`config.mk`:
```
export PLATFORM = sky130hd
export DESIGN_NAME = pxs_cursor_ctrl
export DESIGN_NICKNAME = d
export VERILOG_FILES = /design/src/rtl/pxs_pkg.sv /design/src/rtl/pxs_frame_tick.sv /design/src/rtl/pxs_cursor_ctrl.sv
export SDC_FILE = /design/constraint.sdc
export NUM_CORES = 1
export LEC_CHECK = 0
export CAP_MARGIN = 20
export CORE_MARGIN = 2
export CORE_UTILIZATION = 54
export DETAILED_ROUTE_END_ITERATION = 10
export GPL_ROUTABILITY_DRIVEN = 1
export PLACE_DENSITY = 0.86
export REMOVE_ABC_BUFFERS = 1
export SYNTH_ARGS = -nofsm -noshare
export SYNTH_HDL_FRONTEND = slang
export SYNTH_SLANG_ARGS = --single-unit
export TNS_END_PERCENT = 20
```
`constraint.sdc`:
```
create_clock -name px_clk -period 3.9 [get_ports px_clk]
set_clock_uncertainty 0.1 [all_clocks]
set_input_delay 0.585 -clock px_clk [delete_from_list [all_inputs] [get_ports px_clk]]
set_output_delay 0.585 -clock px_clk [all_outputs]
set_load 0.02 [all_outputs]
```
`src/rtl/pxs_pkg.sv`:
```
// rtl/pxs_pkg.sv - shared constants for the pixel-stream cursor blocks
// Purpose: RGB stream field offsets, cursor opcodes, tcursor bit indices,
//          controller state encoding and the tcursor packing helper.
// Ports:   none (package).
package pxs_pkg;

    // 26-bit RGB stream layout
    localparam int STR_W      = 26;
    localparam int STR_ACTIVE = 0;
    localparam int STR_VS     = 1;
    localparam int STR_HS     = 2;
    localparam int STR_YC_LO  = 3;
    localparam int STR_YC_HI  = 12;
    localparam int STR_XC_LO  = 13;
    localparam int STR_XC_HI  = 22;
    localparam int STR_RGB_LO = 23;
    localparam int STR_RGB_HI = 25;

    // Cursor command opcodes
    typedef enum logic [2:0] {
        CUR_NOP   = 3'd0,
        CUR_RIGHT = 3'd1,
        CUR_LEFT  = 3'd2,
        CUR_UP    = 3'd3,
        CUR_DOWN  = 3'd4,
        CUR_HOME  = 3'd5,
        CUR_SET   = 3'd6,
        CUR_TYPE  = 3'd7
    } cur_op_e;

    // tcursor bit indices
    localparam int TC_BLINK_EN = 0;
    localparam int TC_PHASE    = 1;
    localparam int TC_SHAPE_LO = 2;
    localparam int TC_SHAPE_HI = 3;

    // ST_HOLD is only reachable when the vsync-lock build option is enabled
    typedef enum logic [1:0] {
        ST_IDLE = 2'd0,
        ST_EXEC = 2'd1,
        ST_HOLD = 2'd2
    } ctrl_state_e;

    // Phase bit is masked by the blink enable so a disabled cursor stays solid
    function automatic logic [3:0] make_tcursor(input logic [3:0] type_r, input logic phase);
        return {type_r[3:2], type_r[0] & phase, type_r[0]};
    endfunction

endpackage

```
`src/rtl/pxs_frame_tick.sv`:
```
// rtl/pxs_frame_tick.sv - frame tick from VS rising edge plus blink phase divider
// Purpose: tick pulses for one cycle when VS goes 0->1 (VS registered once);
//          phase toggles every BLINK_FRAMES ticks.
// Ports:   px_clk, rst_n (async active-low), vs in; tick, phase out.
module pxs_frame_tick #(
    parameter int BLINK_FRAMES = 30
) (
    input  logic px_clk,
    input  logic rst_n,
    input  logic vs,
    output logic tick,
    output logic phase
);

    localparam int CNT_W = (BLINK_FRAMES > 1) ? $clog2(BLINK_FRAMES) : 1;
    localparam logic [CNT_W-1:0] CNT_LAST = CNT_W'(BLINK_FRAMES - 1);

    logic             vs_q;
    logic [CNT_W-1:0] cnt;

    assign tick = vs & ~vs_q;

    always_ff @(posedge px_clk or negedge rst_n) begin
        if (!rst_n) begin
            vs_q  <= 1'b0;
            cnt   <= '0;
            phase <= 1'b0;
        end else begin
            vs_q <= vs;
            if (tick) begin
                if (cnt == CNT_LAST) begin
                    cnt   <= '0;
                    phase <= ~phase;
                end else begin
                    cnt <= cnt + 1'b1;
                end
            end
        end
    end

endmodule

```
`src/rtl/pxs_cursor_ctrl.sv`:
```
// rtl/pxs_cursor_ctrl.sv - cursor command controller for the text overlay stage
// Purpose: accepts cursor commands over valid/ready, keeps (pos_x, pos_y)
//          inside a COLS x ROWS grid with wrap/clamp rules, and drives the
//          tcursor type/blink word. Build option CURSOR_VSYNC_LOCK_EN defers
//          every position/type update to the next frame tick (tear-free).
// Ports:   px_clk, rst_n (async active-low); RGBStr_i[25:0] (VS bit only);
//          cmd_valid/cmd_ready/cmd_op[2:0]/cmd_x[6:0]/cmd_y[6:0] command;
//          pos_x[6:0], pos_y[6:0], tcursor[3:0] outputs.
module pxs_cursor_ctrl
    import pxs_pkg::*;
#(
    parameter int COLS         = 80,
    parameter int ROWS         = 50,
    parameter int BLINK_FRAMES = 30
) (
    input  logic        px_clk,
    input  logic        rst_n,
    input  logic [25:0] RGBStr_i,
    input  logic        cmd_valid,
    output logic        cmd_ready,
    input  logic [2:0]  cmd_op,
    input  logic [6:0]  cmd_x,
    input  logic [6:0]  cmd_y,
    output logic [6:0]  pos_x,
    output logic [6:0]  pos_y,
    output logic [3:0]  tcursor
);

    // Limits compared in 8 bits so x+1 / y+1 never overflow
    localparam logic [7:0] COLS_W = 8'(COLS);
    localparam logic [7:0] ROWS_W = 8'(ROWS);
    localparam logic [6:0] X_LAST = 7'(COLS - 1);
    localparam logic [6:0] Y_LAST = 7'(ROWS - 1);

    ctrl_state_e state, state_nx;
    cur_op_e     op_q;
    logic [6:0]  x_q, y_q;
    logic [3:0]  type_q;
    logic        tick, phase;
    logic        xfer, commit;
    logic [6:0]  nx, ny;
    logic [3:0]  ntype;
    logic [7:0]  x_inc, y_inc;
    logic        unused_str;

    assign unused_str = ^{RGBStr_i[25:2], RGBStr_i[0]};

    pxs_frame_tick #(.BLINK_FRAMES(BLINK_FRAMES)) u_frame_tick (
        .px_clk (px_clk),
        .rst_n  (rst_n),
        .vs     (RGBStr_i[STR_VS]),
        .tick   (tick),
        .phase  (phase)
    );

    // Gated with rst_n so ready reads 0 for the whole reset assertion
    assign cmd_ready = rst_n && (state == ST_IDLE);
    assign xfer      = cmd_valid && cmd_ready;

    always_comb begin
        state_nx = state;
        commit   = 1'b0;
        case (state)
            ST_IDLE: if (xfer) state_nx = ST_EXEC;
`ifdef CURSOR_VSYNC_LOCK_EN
            ST_EXEC: state_nx = ST_HOLD;
            ST_HOLD: begin
                if (tick) begin
                    commit   = 1'b1;
                    state_nx = ST_IDLE;
                end
            end
`else
            ST_EXEC: begin
                commit   = 1'b1;
                state_nx = ST_IDLE;
            end
`endif
            default: state_nx = ST_IDLE;
        endcase
    end

    assign x_inc = {1'b0, pos_x} + 8'd1;
    assign y_inc = {1'b0, pos_y} + 8'd1;

    // Next position/type from the captured command; position does not move
    // between capture and commit, so this stays valid through HOLD.
    always_comb begin
        nx    = pos_x;
        ny    = pos_y;
        ntype = type_q;
        case (op_q)
            CUR_RIGHT: begin
                if (x_inc >= COLS_W) begin
                    nx = '0;
                    ny = (y_inc >= ROWS_W) ? 7'd0 : y_inc[6:0];
                end else begin
                    nx = x_inc[6:0];
                end
            end
            CUR_LEFT: begin
                if (pos_x == 7'd0) begin
                    nx = X_LAST;
                    ny = (pos_y == 7'd0) ? Y_LAST : pos_y - 7'd1;
                end else begin
                    nx = pos_x - 7'd1;
                end
            end
            CUR_UP:   ny = (pos_y == 7'd0) ? Y_LAST : pos_y - 7'd1;
            CUR_DOWN: ny = (y_inc >= ROWS_W) ? 7'd0 : y_inc[6:0];
            CUR_HOME: begin
                nx = '0;
                ny = '0;
            end
            CUR_SET: begin
                nx = ({1'b0, x_q} >= COLS_W) ? X_LAST : x_q;
                ny = ({1'b0, y_q} >= ROWS_W) ? Y_LAST : y_q;
            end
            CUR_TYPE: ntype = x_q[3:0];
            default: ;
        endcase
    end

    always_ff @(posedge px_clk or negedge rst_n) begin
        if (!rst_n) begin
            state  <= ST_IDLE;
            op_q   <= CUR_NOP;
            x_q    <= '0;
            y_q    <= '0;
            pos_x  <= '0;
            pos_y  <= '0;
            type_q <= '0;
        end else begin
            state <= state_nx;
            if (xfer) begin
                op_q <= cur_op_e'(cmd_op);
                x_q  <= cmd_x;
                y_q  <= cmd_y;
            end
            if (commit) begin
                pos_x  <= nx;
                pos_y  <= ny;
                type_q <= ntype;
            end
        end
    end

    assign tcursor = make_tcursor(type_q, phase);

endmodule

```
==> impl_metrics.tcl <==
set metrics [dict create \
    clock-root-buffer "clkbuf_8" \
    drive_gt1_frac 0.0718 \
    power_frac_comb 0.417 \
    die_area_sq_um 5640 \
    clk_pin_slew_worst_paths_ns 0.08 \
    sw_frac_of_total 0.415 \
    grt_pass1_vias 2283 \
    post_cts_resized 0 \
    synth_edf_count 0 \
    htree_levels 2 \
    power_switching_uw 805 \
    clk_latency_ns 0.30 \
    crit_fanout 12 \
    drc 0 \
    place_worst_setup_slack_ns 1.34 \
    hp-class "input port to async pin" \
    dp_hpwl_mm 4.50 \
    ys_async_sr_fraction 1.00 \
    wl_per_cell_um 15.4 \
    post-route-period-util 0.667 \
    fp-row-count 25 \
    p_per_area_nw_per_um2 598 \
    cts_hold_buf 0 \
    fin_ws_ns 1.30 \
    portBuffers 39 \
    tns_ns 0 \
    place.gp.congestion 0.928 \
    first_pass_iters 4 \
    routed_via_density 5.88 \
    antenna_found_initial 0 \
    core-area_sq_um 4790 \
    final_max_slew_viol_count 0 \
    endpoint_kind "flip-flop" \
    tightest_slew_ns 0.651 \
    rsz0062_at_grt "no" \
    drv_cap 0 \
    relSlewSlack 0.564 \
    status "finished clean" \
    crit_type "flip-flop to flip-flop" \
    ant_nets 0 \
    num_vias 2440 \
    drt_iter0_drc 89 \
    synth_cell_types 63 \
    ys.flop_type "dfrtp_1" \
    synth_area_per_cell_sq_um 8.69 \
    cts_setup_buffers 0 \
    grt_overflow 0 \
    whs_ns 0.260 \
    synth_area_sq_um 2730 \
    syn_inst 314 \
    setup_viol 0 \
    fill_cells 383 \
    ys_seq_area_frac 0.385 \
    hold_viol_final 0 \
    clkSinkCount 42 \
    p_int_mw 1.13 \
    num_io_pins 65 \
    cts_tree "done" \
    grtUsageTotal 0.247 \
    final.min_clock_period_ns 2.60 \
    arrival_ns 2.71 \
    wl_mm 6.39 \
    grt_max_degree 43 \
    power_frac_seq 0.400 \
    ys_warn_count 0 \
    max_freq_mhz 385 \
    grt_pass1_wl_mm 10.6 \
    syn_to_final_growth_pct 18.7 \
    num-nets-final 403 \
    die_h_um 75.1 \
    pwr-share-clk 0.183 \
    critPathRequiredTime_ns 4.01 \
    num_antenna_cells 0 \
    die_width_um 75.1 \
    cp-start-kind "flip-flop" \
    cts_buffers 5 \
    clock_path_buffers 2 \
    leakage_nw 1.38 \
    vdd_ir_drop_max_uv 336 \
    ys_seq_elements 42 \
    start_util 0.570 \
]
[power by group through the flow]
stage | combinational, mW | clock, mW | sequential (mW)
after global routing | 0.896 | 0.372 | 0.799
after CTS | 0.810 | 0.356 | 0.771
final | 0.808 | 0.354 | 0.776
after global placement | 0.778 | 0 | 0.765
after detailed placement | 0.800 | 0 | 0.776
after floorplan | 0.458 | 0 | 0.805
[cell usage in the layout, fill, tap and decap left out, types with 8 or more instances in the layout]
cell type and n:
nor2_1 8, a21oi_1 15, clkdlybuf4s50_1 38, dfrtp_1 42, nand3_1 13, o21ai_0 19, inv_1 12, xnor2_1 8
nand2_1 70, ha_1 9
[cells by family (layout without fill, tap and decap cells)]
logic type / count (synthesis) / after routing / synth area share
AO/OA/AOI/OAI: 82 / 82 / 0.217
buffers and inverters: 27 / 61 / 0.0490
flip-flops: 42 / 42 / 0.385
adder cells (fa/ha/maj): 9 / 9 / 0.0412
AND/OR/NAND/NOR: 140 / 140 / 0.260
multiplexers: 4 / 4 / 0.0160
XOR/XNOR: 10 / 10 / 0.0321
[worst paths after layout]
| path | startpoint | cells after the start | endpoint | slack (ns) |
|---|---|---|---|---|
| min in group px_clk | u_frame_tick.phase$_DFFE_PN0P_ | 1 | u_frame_tick.phase$_DFFE_PN0P_ | 0.37 |
| hold reg to reg | u_frame_tick.phase$_DFFE_PN0P_ | 1 | u_frame_tick.phase$_DFFE_PN0P_ | 0.37 |
| hold / removal | rst_n | 2 | pos_x[3]$_DFFE_PN0P_ | 0.26 |
| max in group asynchronous | rst_n | 2 | pos_y[2]$_DFFE_PN0P_ | 3.06 |
| setup / recovery | pos_y[0]$_DFFE_PN0P_ | 7 | pos_y[3]$_DFFE_PN0P_ | 1.30 |
| setup reg to reg | pos_y[0]$_DFFE_PN0P_ | 7 | pos_y[3]$_DFFE_PN0P_ | 1.30 |
[flip-flops by register name, summed over array words and instances, names as in the netlist]
| name | cells |
|---|---|
| type_q | 3 |
| y_q | 7 |
| x_q | 7 |
| u_frame_tick.vs_q | 1 |
| u_frame_tick.cnt | 5 |
| pos_y | 7 |
| state | 1 |
| op_q | 3 |
| u_frame_tick.phase | 1 |
| pos_x | 7 |
[worst max-delay path, cell delays in order (launching register included)]
cell and delay (ns):
dfrtp_1 0.57, ha_1 0.40, nor2b_1 0.11, and3_1 0.20
o32ai_2 0.31, o2111ai_4 0.25, or4_1 0.45, o211ai_1 0.12
[routing by layer]
metal / share of wire / GRT usage
met1: 0.44 / 0.326
met2: 0.51 / 0.411
met3: 0.036 / 0.0361
met4: 0.014 / 0.0952
met5: 0 / 0
[cells in the mapped netlist, types with 3 or more instances]
cell type	instances	share of area
and2_1	4	0.0092
o21ai_0	19	0.035
nand4_1	4	0.0092
nand2_1	70	0.096
nor3_1	7	0.013
and3_1	4	0.0092
nand3_1	13	0.024
dfrtp_1	42	0.38
buf_6	3	0.012
a2bb2oi_1	3	0.0096
xnor2_1	8	0.026
a211oi_1	3	0.0082
a21oi_1	15	0.027
nor2b_1	6	0.014
o22ai_1	4	0.0092
buf_2	5	0.0092
clkbuf_1	5	0.0069
inv_1	12	0.016
nand2b_1	5	0.011
mux2_2	3	0.012
ha_1	9	0.041
nor2_1	8	0.011
nand3b_1	4	0.011
o211ai_1	4	0.011
a31oi_1	5	0.011
[area by class of cell]
class	count	area, sq um	share of cell area
clock buffers	6	82.6	0.0255
clock inverters	1	30.0	0.00926
inverters	13	48.8	0.0151
multi-input cells	245	1550	0.477
flip-flops and latches	42	1050	0.324
well taps	67	83.8	0.0259
repair buffers	41	400	0.124
[per-stage QoR]
| step | area (sq um) | instances | total power [mW] | util |
|---|---|---|---|---|
| 5_1_grt | 3240 | 415 | 2.07 | 0.677 |
| 3_3_place_gp | 3130 | 408 | 1.54 | 0.654 |
| 2_1_floorplan | 2650 | 300 | 1.26 | - |
| 4_1_cts | 3240 | 415 | 1.94 | 0.677 |
| 6_report | 3240 | 415 | 1.94 | 0.677 |
| 3_5_place_dp | 3130 | 408 | 1.58 | 0.654 |
Note: power is estimated with default switching activity, not from simulation.
==> RTL change (same settings) <==
`BLINK_FRAMES` is set to 30 in 2 places; all go to 60.
--- a/src/rtl/pxs_frame_tick.sv
+++ b/src/rtl/pxs_frame_tick.sv
@@ -4,5 +4,5 @@
 // Ports:   px_clk, rst_n (async active-low), vs in; tick, phase out.
 module pxs_frame_tick #(
-    parameter int BLINK_FRAMES = 30
+    parameter int BLINK_FRAMES = 60
 ) (
     input  logic px_clk,
--- a/src/rtl/pxs_cursor_ctrl.sv
+++ b/src/rtl/pxs_cursor_ctrl.sv
@@ -12,5 +12,5 @@
     parameter int COLS         = 80,
     parameter int ROWS         = 50,
-    parameter int BLINK_FRAMES = 30
+    parameter int BLINK_FRAMES = 60
 ) (
     input  logic        px_clk,
Check against the original RTL: no difference found for any inputs over 10 cycles, from zero or initial values and one cycle with rst_n low; that may be too few to reach the edited logic, so the function may still have changed.
==> RTL change against the original RTL <==
Critical path depth did not move; global-route usage fell by 1.4 points; total power rose by 9.7%; highest routed layer unchanged; largest cell class unchanged; sequential cell count rose by 1; largest power group unchanged; synthesized area fell by 1.9%; count of clock-buffer cells in the layout did not move; sequential power rose by 4.9%; setup slack got worse by 9.4 ps; design area fell by 3.7%; wire length fell by 6.3%.
==> RTL change: results (changes against the original RTL) <==
\begin{tabular}{lr}
\hline
Metric & Value \\
\hline
\multicolumn{2}{l}{\textbf{Global route}} \\
\quad Met2 capacity usage during global routing & 36.2\% (was 41.1\%) \\
\quad Largest net degree at the start of global routing & 44 (was 43) \\
\quad Global-route wire length before repair & 10,100 µm (was 10,600 µm) \\
\multicolumn{2}{l}{\textbf{Status}} \\
\quad Status & completed (unchanged) \\
\multicolumn{2}{l}{\textbf{Synthesis}} \\
\quad Portion of netlist area occupied by mux cells & 1.68\% (was 1.60\%) \\
\quad Distinct cells, synth & 57 (was 63) \\
\quad Xor/xnor cell area share of the yosys netlist & 3.92\% (was 3.21\%) \\
\quad Top post-synthesis cells by area & sky130\_fd\_sc\_hd\_\_dfrtp\_1 40\%, sky130\_fd\_sc\_hd\_\_nand2\_1 8.8\%, sky130\_fd\_sc\_hd\_\_o21ai\_0 4.7\% (was sky130\_fd\_sc\_hd\_\_dfrtp\_1 38\%, sky130\_fd\_sc\_hd\_\_nand2\_1 9.6\%, sky130\_fd\_sc\_hd\_\_ha\_1 4.1\%) \\
\quad Post-synthesis share of cell area spent on full adders, half adders and majority gates & 3.27\% (was 4.12\%) \\
\multicolumn{2}{l}{\textbf{Timing}} \\
\quad Slew headroom & 45.6\% (was 56.4\%) \\
\multicolumn{2}{l}{\textbf{Worst setup path}} \\
\quad Worst path slowest cell & sky130\_fd\_sc\_hd\_\_o211ai\_1 (was sky130\_fd\_sc\_hd\_\_dfrtp\_1) \\
\quad Family with the most delay on the worst path & compound AO/OA/AOI/OAI gates (was simple AND/OR/NAND/NOR gates) \\
\quad Arrival time at the worst endpoint & 2670 ps (was 2710 ps) \\
\quad Highest cell delay on the worst timing path & 690 ps (was 570 ps) \\
\quad Reg-to-Reg Start & pos\_x[0] (was pos\_y[0]) \\
\quad Crit Reg-Reg Endpoint & pos\_x[0] (was pos\_y[3]) \\
\multicolumn{2}{l}{\textbf{Route}} \\
\quad M1 wire length & 2730 µm (was 2830 µm) \\
\multicolumn{2}{l}{\textbf{Place}} \\
\quad HPWL after detailed placement & 4210 µm (was 4500 µm) \\
\quad \# placed instances & 397 (was 408) \\
\multicolumn{2}{l}{\textbf{Power and ir drop}} \\
\quad Static leakage & 0.00134 µW (was 0.00138 µW) \\
\hline
\end{tabular}
## RTL change: cell count changes after synthesis, sizes merged, moves of 4 or more
cell    change
o21ai       +7
nand3b      -4
nor2        +8
inv         +4
nand2       -7
a221oi      +4
nand3       -5
## RTL change: area by class of cell
type                       instances  share of cell area (%)
sequential                        43                    34.5
tap                               67                    2.68
inverter                          16                    1.92
clock buffer                       6                    2.64
multi-input combinational        231                    45.2
timing repair buffer              40                    12.6
clock inverter                     2                   0.521
## RTL change: power by group
part	switching (µW)	internal, µW	total (µW)	leakage (µW)
combinational	531	476	1010	0.000742
clock	161	145	305	0.0000474
sequential	241	573	814	0.000546
## RTL change: through the flow
step / hold WS, ps / area [µm²] / worst slack (ps)
finish: 287 / 3120 / 1290
global route: 342 / 3120 / 1050
CTS: 311 / 3120 / 1310
detailed placement: 363 / 3020 / 1300
global placement: 356 / 3020 / 1400
floorplan: 189 / 2550 / 1580
